### src/rtl/mult_pkg.sv
// Shared constants, Booth select encodings and tree-sizing helpers
// for the pipelined Booth/Wallace multiplier.
package mult_pkg;

  typedef enum logic [2:0] {
    BOOTH_ZERO,
    BOOTH_P1,
    BOOTH_P2,
    BOOTH_N1,
    BOOTH_N2
  } booth_sel_e;

  localparam int MIN_STAGES = 1;
  localparam int MAX_STAGES = 3;

  function automatic int num_pp(input int w);
    return w / 2 + 1;
  endfunction

  function automatic int csa_next(input int n);
    return 2 * (n / 3) + n % 3;
  endfunction

  function automatic int ops_at(input int n, input int lvl);
    int m;
    m = n;
    for (int i = 0; i < lvl; i++) m = csa_next(m);
    return m;
  endfunction

  function automatic int csa_levels(input int n);
    int m;
    int l;
    m = n;
    l = 0;
    while (m > 2) begin
      m = csa_next(m);
      l++;
    end
    return l;
  endfunction

  // Tree level whose carry-save vectors get the mid-tree register.
  function automatic int cut_level(input int levels, input int stages);
    return (stages >= 2) ? levels / 2 : levels;
  endfunction

  function automatic bit has_tree_reg(input int stages);
    return stages >= 2;
  endfunction

  function automatic bit has_cpa_reg(input int stages);
    return stages == MAX_STAGES;
  endfunction

  function automatic booth_sel_e booth_enc(input logic [2:0] t);
    booth_sel_e s;
    unique case (t)
      3'b001, 3'b010: s = BOOTH_P1;
      3'b011:         s = BOOTH_P2;
      3'b100:         s = BOOTH_N2;
      3'b101, 3'b110: s = BOOTH_N1;
      default:        s = BOOTH_ZERO;
    endcase
    return s;
  endfunction

endpackage

### src/rtl/mult_pipe_unit_csa32_row.sv
// One 3:2 carry-save compressor row; carry comes out pre-shifted
// so both outputs align with the inputs.
module csa32_row
  import mult_pkg::*;
#(
  parameter int W = 8
) (
  input  logic [W-1:0] a,
  input  logic [W-1:0] b,
  input  logic [W-1:0] c,
  output logic [W-1:0] sum,
  output logic [W-1:0] carry
);

  assign sum = a ^ b ^ c;

  assign carry = {(a[W-2:0] & b[W-2:0]) |
                  (a[W-2:0] & c[W-2:0]) |
                  (b[W-2:0] & c[W-2:0]), 1'b0};

endmodule

### src/rtl/mult_pipe_unit.sv
// Pipelined radix-4 Booth / 3:2 CSA multiplier with valid/ready,
// stall, flush and tag. MULT_ACC_EN adds a fused accumulate operand.
module mult_pipe_unit
  import mult_pkg::*;
#(
  parameter int WIDTH       = 32,
  parameter int PIPE_STAGES = 2,
  parameter int TAG_W       = 5
) (
  input  logic               clk,
  input  logic               rstn,
  input  logic               in_valid,
  output logic               in_ready,
  input  logic [WIDTH-1:0]   op1,
  input  logic [WIDTH-1:0]   op2,
  input  logic               sign_en,
  input  logic [TAG_W-1:0]   tag_in,
`ifdef MULT_ACC_EN
  input  logic               acc_en,
  input  logic [2*WIDTH-1:0] acc_in,
`endif
  input  logic               flush,
  output logic               out_valid,
  input  logic               out_ready,
  output logic [2*WIDTH-1:0] out,
  output logic [TAG_W-1:0]   tag_out,
  output logic               busy
);

  localparam int PW   = 2 * WIDTH;
  localparam int NPP  = num_pp(WIDTH);
`ifdef MULT_ACC_EN
  localparam int NACC = 1;
`else
  localparam int NACC = 0;
`endif
  localparam int NOPS = NPP + 1 + NACC;
  localparam int LVLS = csa_levels(NOPS);
  localparam int CUT  = cut_level(LVLS, PIPE_STAGES);

  logic                   adv;
  logic [PIPE_STAGES-1:0] v;
  logic [TAG_W-1:0]       tag_q [PIPE_STAGES];

  assign adv       = !out_valid | out_ready;
  assign in_ready  = adv & !flush;
  assign out_valid = v[PIPE_STAGES-1];
  assign tag_out   = tag_q[PIPE_STAGES-1];
  assign busy      = |v;

  logic [WIDTH+1:0] xe;
  logic [WIDTH+1:0] ye;
  logic [WIDTH+2:0] yb;
  logic [PW-1:0]    xw;

  assign xe = {{2{sign_en & op1[WIDTH-1]}}, op1};
  assign ye = {{2{sign_en & op2[WIDTH-1]}}, op2};
  assign yb = {ye, 1'b0};
  assign xw = {{(PW-WIDTH-2){xe[WIDTH+1]}}, xe};

  logic [PW-1:0] ops0 [NOPS];
  logic [PW-1:0] negv;
  logic [PW-1:0] mag;
  booth_sel_e    sel;

  // Negative selects use ~X; the +1 lands in negv as one extra operand.
  always_comb begin
    negv = '0;
    mag  = '0;
    sel  = BOOTH_ZERO;
    for (int k = 0; k < NOPS; k++) ops0[k] = '0;
    for (int i = 0; i < NPP; i++) begin
      sel = booth_enc(yb[2*i +: 3]);
      unique case (sel)
        BOOTH_P1: mag = xw;
        BOOTH_P2: mag = xw << 1;
        BOOTH_N1: mag = ~xw;
        BOOTH_N2: mag = ~(xw << 1);
        default:  mag = '0;
      endcase
      ops0[i]   = mag << (2 * i);
      negv[2*i] = (sel == BOOTH_N1) || (sel == BOOTH_N2);
    end
    ops0[NPP] = negv;
`ifdef MULT_ACC_EN
    ops0[NPP+1] = acc_en ? acc_in : '0;
`endif
  end

  logic [PW-1:0] lvl  [LVLS+1][NOPS];
  logic [PW-1:0] src  [LVLS+1][NOPS];
  logic [PW-1:0] s1_q [NOPS];

  for (genvar k = 0; k < NOPS; k++) begin : g_l0
    assign lvl[0][k] = ops0[k];
  end

  for (genvar l = 0; l <= LVLS; l++) begin : g_src
    for (genvar k = 0; k < NOPS; k++) begin : g_k
      if (has_tree_reg(PIPE_STAGES) && l == CUT) begin : g_reg
        assign src[l][k] = s1_q[k];
      end else begin : g_wire
        assign src[l][k] = lvl[l][k];
      end
    end
  end

  for (genvar l = 0; l < LVLS; l++) begin : g_lvl
    localparam int N  = ops_at(NOPS, l);
    localparam int G  = N / 3;
    localparam int NN = ops_at(NOPS, l + 1);
    for (genvar g = 0; g < G; g++) begin : g_csa
      csa32_row #(.W(PW)) u_csa (
        .a    (src[l][3*g]),
        .b    (src[l][3*g+1]),
        .c    (src[l][3*g+2]),
        .sum  (lvl[l+1][2*g]),
        .carry(lvl[l+1][2*g+1])
      );
    end
    for (genvar k = 2 * G; k < NOPS; k++) begin : g_pass
      if (k < NN) begin : g_thru
        assign lvl[l+1][k] = src[l][G + k];
      end else begin : g_zero
        assign lvl[l+1][k] = '0;
      end
    end
  end

  if (has_tree_reg(PIPE_STAGES)) begin : g_s1
    always_ff @(posedge clk or negedge rstn) begin
      if (!rstn) begin
        for (int k = 0; k < NOPS; k++) s1_q[k] <= '0;
      end else if (adv) begin
        for (int k = 0; k < NOPS; k++) s1_q[k] <= lvl[CUT][k];
      end
    end
  end else begin : g_no_s1
    for (genvar k = 0; k < NOPS; k++) begin : g_tie
      assign s1_q[k] = '0;
    end
  end

  logic [PW-1:0] fin_s;
  logic [PW-1:0] fin_c;

  if (has_cpa_reg(PIPE_STAGES)) begin : g_s2
    logic [PW-1:0] s2_s;
    logic [PW-1:0] s2_c;
    always_ff @(posedge clk or negedge rstn) begin
      if (!rstn) begin
        s2_s <= '0;
        s2_c <= '0;
      end else if (adv) begin
        s2_s <= src[LVLS][0];
        s2_c <= src[LVLS][1];
      end
    end
    assign fin_s = s2_s;
    assign fin_c = s2_c;
  end else begin : g_no_s2
    assign fin_s = src[LVLS][0];
    assign fin_c = src[LVLS][1];
  end

  always_ff @(posedge clk or negedge rstn) begin
    if (!rstn) begin
      out <= '0;
    end else if (adv) begin
      out <= fin_s + fin_c;
    end
  end

  always_ff @(posedge clk or negedge rstn) begin
    if (!rstn) begin
      v <= '0;
      for (int k = 0; k < PIPE_STAGES; k++) tag_q[k] <= '0;
    end else begin
      if (flush) begin
        v <= '0;
      end else if (adv) begin
        v[0] <= in_valid;
        for (int k = 1; k < PIPE_STAGES; k++) v[k] <= v[k-1];
      end
      if (adv) begin
        tag_q[0] <= tag_in;
        for (int k = 1; k < PIPE_STAGES; k++) tag_q[k] <= tag_q[k-1];
      end
    end
  end

endmodule

### config.mk
export PLATFORM = sky130hd
export DESIGN_NAME = mult_pipe_unit
export DESIGN_NICKNAME = d
export VERILOG_FILES = /design/src/rtl/mult_pkg.sv /design/src/rtl/mult_pipe_unit_csa32_row.sv /design/src/rtl/mult_pipe_unit.sv
export SDC_FILE = /design/constraint.sdc
export NUM_CORES = 2
export LEC_CHECK = 0
export CORE_MARGIN = 4
export CORE_UTILIZATION = 23
export CTS_CLUSTER_SIZE = 25
export DETAILED_ROUTE_END_ITERATION = 7
export SYNTH_ARGS = -nofsm -noshare
export SYNTH_HDL_FRONTEND = slang
export SYNTH_HIERARCHICAL = 1
export SYNTH_SLANG_ARGS = --single-unit
### constraint.sdc
create_clock -name clk -period 5.95 [get_ports clk]
set_input_delay 0.8925 -clock clk [delete_from_list [all_inputs] [get_ports clk]]
set_output_delay 0.8925 -clock clk [all_outputs]
set_load 0.01 [all_outputs]
==> summary.json <==
{
  "maxCapViolCount": {"value": 0},
  "final_hold_slack": {"value": 225, "unit": "ps"},
  "floorplan.core_area": {"value": 0.238, "unit": "mm^2"},
  "buffer_ports.inserted": {"value": 146},
  "synth-edff-count": {"value": 0},
  "fin_tns_setup": {"value": 0, "unit": "ps"},
  "post_synth_num_cell_types": {"value": 74},
  "hold_violations_final": {"value": 0},
  "multi_input_area": {"value": 0.0428, "unit": "mm^2"},
  "number_of_clock_buffers_inserted_by_tritoncts": {"value": 50},
  "cts.repair.resized": {"value": 0},
  "critical_path.endpoint_type": {"value": "flop"},
  "rsz0062_at_grt": {"value": "no"},
  "layout_common_cells": {"value": "sky130_fd_sc_hd__nand2_1 (1292), sky130_fd_sc_hd__fa_1 (1009), sky130_fd_sc_hd__o21ai_0 (517)"},
  "flow.area_growth_from_synthesis": {"value": 13.5, "unit": "%"},
  "floorplan.initialDensity": {"value": 0.231},
  "detailedPlace.worstSlack": {"value": 650, "unit": "ps"},
  "nets": {"value": 6861},
  "worstMarginPinSlew": {"value": 1270, "unit": "ps"},
  "vias": {"value": 42500},
  "post-route-util": {"value": 0.262},
  "layout.filler_cells": {"value": 25100},
  "worst_path_class_setup": {"value": "reg2reg"},
  "min-delay-path-class": {"value": "in2async"},
  "final_number_of_setup_violating_endpoints": {"value": 0},
  "mostFrequentLayoutCell": {"value": "sky130_fd_sc_hd__nand2_1"},
  "fin_worst_skew": {"value": 38.2, "unit": "ps"},
  "slew_headroom": {"value": 0.155},
  "detail-route-antenna-nets": {"value": 0},
  "max_clk_rate": {"value": 187, "unit": "MHz"},
  "warnings_from_yosys": {"value": 6},
  "cts_hold_buf": {"value": 0},
  "crit_path_required_time": {"value": 6450, "unit": "ps"},
  "layout_worst_path_cycle_share": {"value": 0.899},
  "timing_max_transition_violations_final": {"value": 0},
  "antenna_found_initial": {"value": 43},
  "post_synth_main_area_contributors": {"value": "sky130_fd_sc_hd__fa_1 (37%), sky130_fd_sc_hd__dfrtp_1 (21%), sky130_fd_sc_hd__nand2_1 (8.8%)"},
  "critical_path.startpoint_type": {"value": "flop"},
  "firstDrtPassIters": {"value": 7},
  "synthCells": {"value": 5614},
  "route.detailed.drc": {"value": 0},
  "cts_max_path_buffers": {"value": 3},
  "globalRouteOverflowTotal": {"value": 0},
  "die_h": {"value": 497, "unit": "um"},
  "cts.repair_timing.setup_buffer_count": {"value": 0},
  "grt_pass1_wl": {"value": 283000, "unit": "um"},
  "final_layout_size_suffix_gt1_frac": {"value": 0.0575},
  "average_vias_per_placed_instance": {"value": 4.75},
  "clk_pin_slew": {"value": 70, "unit": "ps"},
  "post-synth-top-area-fraction": {"value": 0.367},
  "synth_area_per_cell": {"value": 9.80, "unit": "um^2"},
  "die_x": {"value": 497, "unit": "um"},
  "synthDominantAreaCellType": {"value": "sky130_fd_sc_hd__fa_1"},
  "async_reset_ff_frac": {"value": 1.00},
  "timing.critical_path.fanout_max": {"value": 5},
  "final_setup_margin": {"value": 602, "unit": "ps"},
  "clkLatencyLatePin": {"value": 650, "unit": "ps"},
  "num_ports": {"value": 147},
  "synth_top_flop_cell": {"value": "sky130_fd_sc_hd__dfrtp_1"},
  "synth_area": {"value": 0.0550, "unit": "mm^2"},
  "die-area": {"value": 0.247, "unit": "mm^2"},
  "cts_htree_levels": {"value": 2},
  "routability_driven_placement_congestion_ratio": {"value": 0.938},
  "wl": {"value": 186000, "unit": "um"},
  "status": {"value": "finished clean"},
  "clock_sinks": {"value": 460},
  "dpl.hpwl": {"value": 143000, "unit": "um"},
  "pin_count_of_the_biggest_net_entering_global_routing": {"value": 153},
  "placementRows": {"value": 179},
  "yosys_register_bits": {"value": 460},
  "cp_data_arrival_time": {"value": 5850, "unit": "ps"},
  "via_count_of_the_first_global_routing_pass": {"value": 43600},
  "avg_wl_per_cell": {"value": 20.8, "unit": "um"},
  "clk_root_buffer_cell": {"value": "sky130_fd_sc_hd__clkbuf_16"},
  "fin_crit": {"value": 5350, "unit": "ps"},
  "globalRouteTotalUtil": {"value": 0.148},
  "seq_area": {"value": 0.0115, "unit": "mm^2"},
  "drt_first_iter_violations": {"value": 4446},
  "synth.yosys.seq_area_share": {"value": 0.209},
  "tritoncts": {"value": "done"}
}
## through the flow
stage               area [um^2]  instances
floorplan                 56300       5933
global placement          60600       8829
detailed placement        60600       8829
CTS                       62400       8922
global route              62500       8933
finish                    62500       8946
## flip-flops by register name (all words and copies together), names as in the netlist
signal / count
out: 64
tag_q: 5
tag_out: 5
v: 2
s1_q: 384
## cells by family (layout without fill, tap and decap cells)
group	after synthesis	count (layout)	share of synthesized area
compound gates	1322	1322	0.153
xor+xnor	550	550	0.0919
fa+ha+maj	1072	1072	0.381
buf+inv	571	393	0.0413
flops	460	460	0.209
mux	32	32	0.00584
other cells	17	360	0.00116
simple gates	1590	1590	0.116
## final timing paths
| check | start | endpoint | slack, ps | cells past startpoint |
|---|---|---|---|---|
| setup / recovery | s1_q[1092] | out[62] | 600 | 15 |
| hold / removal | rstn | s1_q[831] | 220 | 1 |
| setup reg to reg | s1_q[1092] | out[62] | 600 | 15 |
| hold reg to reg | tag_q[8] | tag_q[8] | 470 | 2 |
| max in group asynchronous | rstn | out[47] | 4310 | 2 |
| min in group clk | tag_q[8] | tag_q[8] | 470 | 2 |
## worst max-delay path: stages (launching register included)
cell	delay [ps]
sky130_fd_sc_hd__dfrtp_1	410
sky130_fd_sc_hd__fa_1	530
sky130_fd_sc_hd__fa_1	520
sky130_fd_sc_hd__fa_1	500
sky130_fd_sc_hd__ha_1	390
sky130_fd_sc_hd__nand2_1	80
sky130_fd_sc_hd__o21ai_0	370
sky130_fd_sc_hd__o2111ai_1	250
sky130_fd_sc_hd__a21oi_1	390
sky130_fd_sc_hd__a31oi_1	340
sky130_fd_sc_hd__nor4_1	380
sky130_fd_sc_hd__nor2_1	150
sky130_fd_sc_hd__buf_4	190
sky130_fd_sc_hd__o41ai_4	390
sky130_fd_sc_hd__and4bb_2	280
sky130_fd_sc_hd__nor3_1	50
## area by class of cell
type | count | area share
tap | 3167 | 0.0634
timing repair buffer | 280 | 0.0372
multi-input combinational | 4902 | 0.684
sequential | 460 | 0.184
clock inverter | 30 | 0.00659
antenna | 24 | 0.000961
inverter | 20 | 0.00120
clock buffer | 63 | 0.0219
## routing by layer
| layer | wire (um) | vias to the layer above | GRT usage |
|---|---|---|---|
| li1 | - | 18500 | - |
| met2 | 79600 | 1909 | 0.220 |
| met4 | 7490 | 24 | 0.0532 |
| met1 | 81000 | 21800 | 0.205 |
| met5 | 152 | - | 0 |
| met3 | 17600 | 288 | 0.0406 |
## synth_stat cells, types with 5 or more instances
| library cell | n |
|---|---|
| sky130_fd_sc_hd__a211oi_1 | 10 |
| sky130_fd_sc_hd__a21o_1 | 36 |
| sky130_fd_sc_hd__a21oi_1 | 153 |
| sky130_fd_sc_hd__a221o_1 | 16 |
| sky130_fd_sc_hd__a22o_1 | 31 |
| sky130_fd_sc_hd__a22oi_1 | 450 |
| sky130_fd_sc_hd__a31oi_1 | 13 |
| sky130_fd_sc_hd__and2_1 | 46 |
| sky130_fd_sc_hd__and3_1 | 9 |
| sky130_fd_sc_hd__and3b_1 | 6 |
| sky130_fd_sc_hd__buf_1 | 81 |
| sky130_fd_sc_hd__buf_4 | 24 |
| sky130_fd_sc_hd__buf_6 | 5 |
| sky130_fd_sc_hd__clkbuf_1 | 438 |
| sky130_fd_sc_hd__conb_1 | 17 |
| sky130_fd_sc_hd__dfrtp_1 | 460 |
| sky130_fd_sc_hd__fa_1 | 1009 |
| sky130_fd_sc_hd__ha_1 | 63 |
| sky130_fd_sc_hd__inv_1 | 19 |
| sky130_fd_sc_hd__mux2i_1 | 31 |
| sky130_fd_sc_hd__nand2_1 | 1292 |
| sky130_fd_sc_hd__nand2b_1 | 5 |
| sky130_fd_sc_hd__nand3_1 | 30 |
| sky130_fd_sc_hd__nand4_1 | 16 |
| sky130_fd_sc_hd__nor2_1 | 122 |
| sky130_fd_sc_hd__nor2b_1 | 20 |
| sky130_fd_sc_hd__nor3_1 | 23 |
| sky130_fd_sc_hd__o21a_1 | 7 |
| sky130_fd_sc_hd__o21ai_0 | 517 |
| sky130_fd_sc_hd__o21bai_1 | 10 |
| sky130_fd_sc_hd__o22a_1 | 13 |
| sky130_fd_sc_hd__o31ai_1 | 20 |
| sky130_fd_sc_hd__or3b_2 | 6 |
| sky130_fd_sc_hd__xnor2_1 | 30 |
| sky130_fd_sc_hd__xor2_1 | 504 |
| sky130_fd_sc_hd__xor3_1 | 16 |
Power is left out: the tool's default activity adds up to more than one toggle a clock period on the data nets, which glitch-free logic cannot reach.
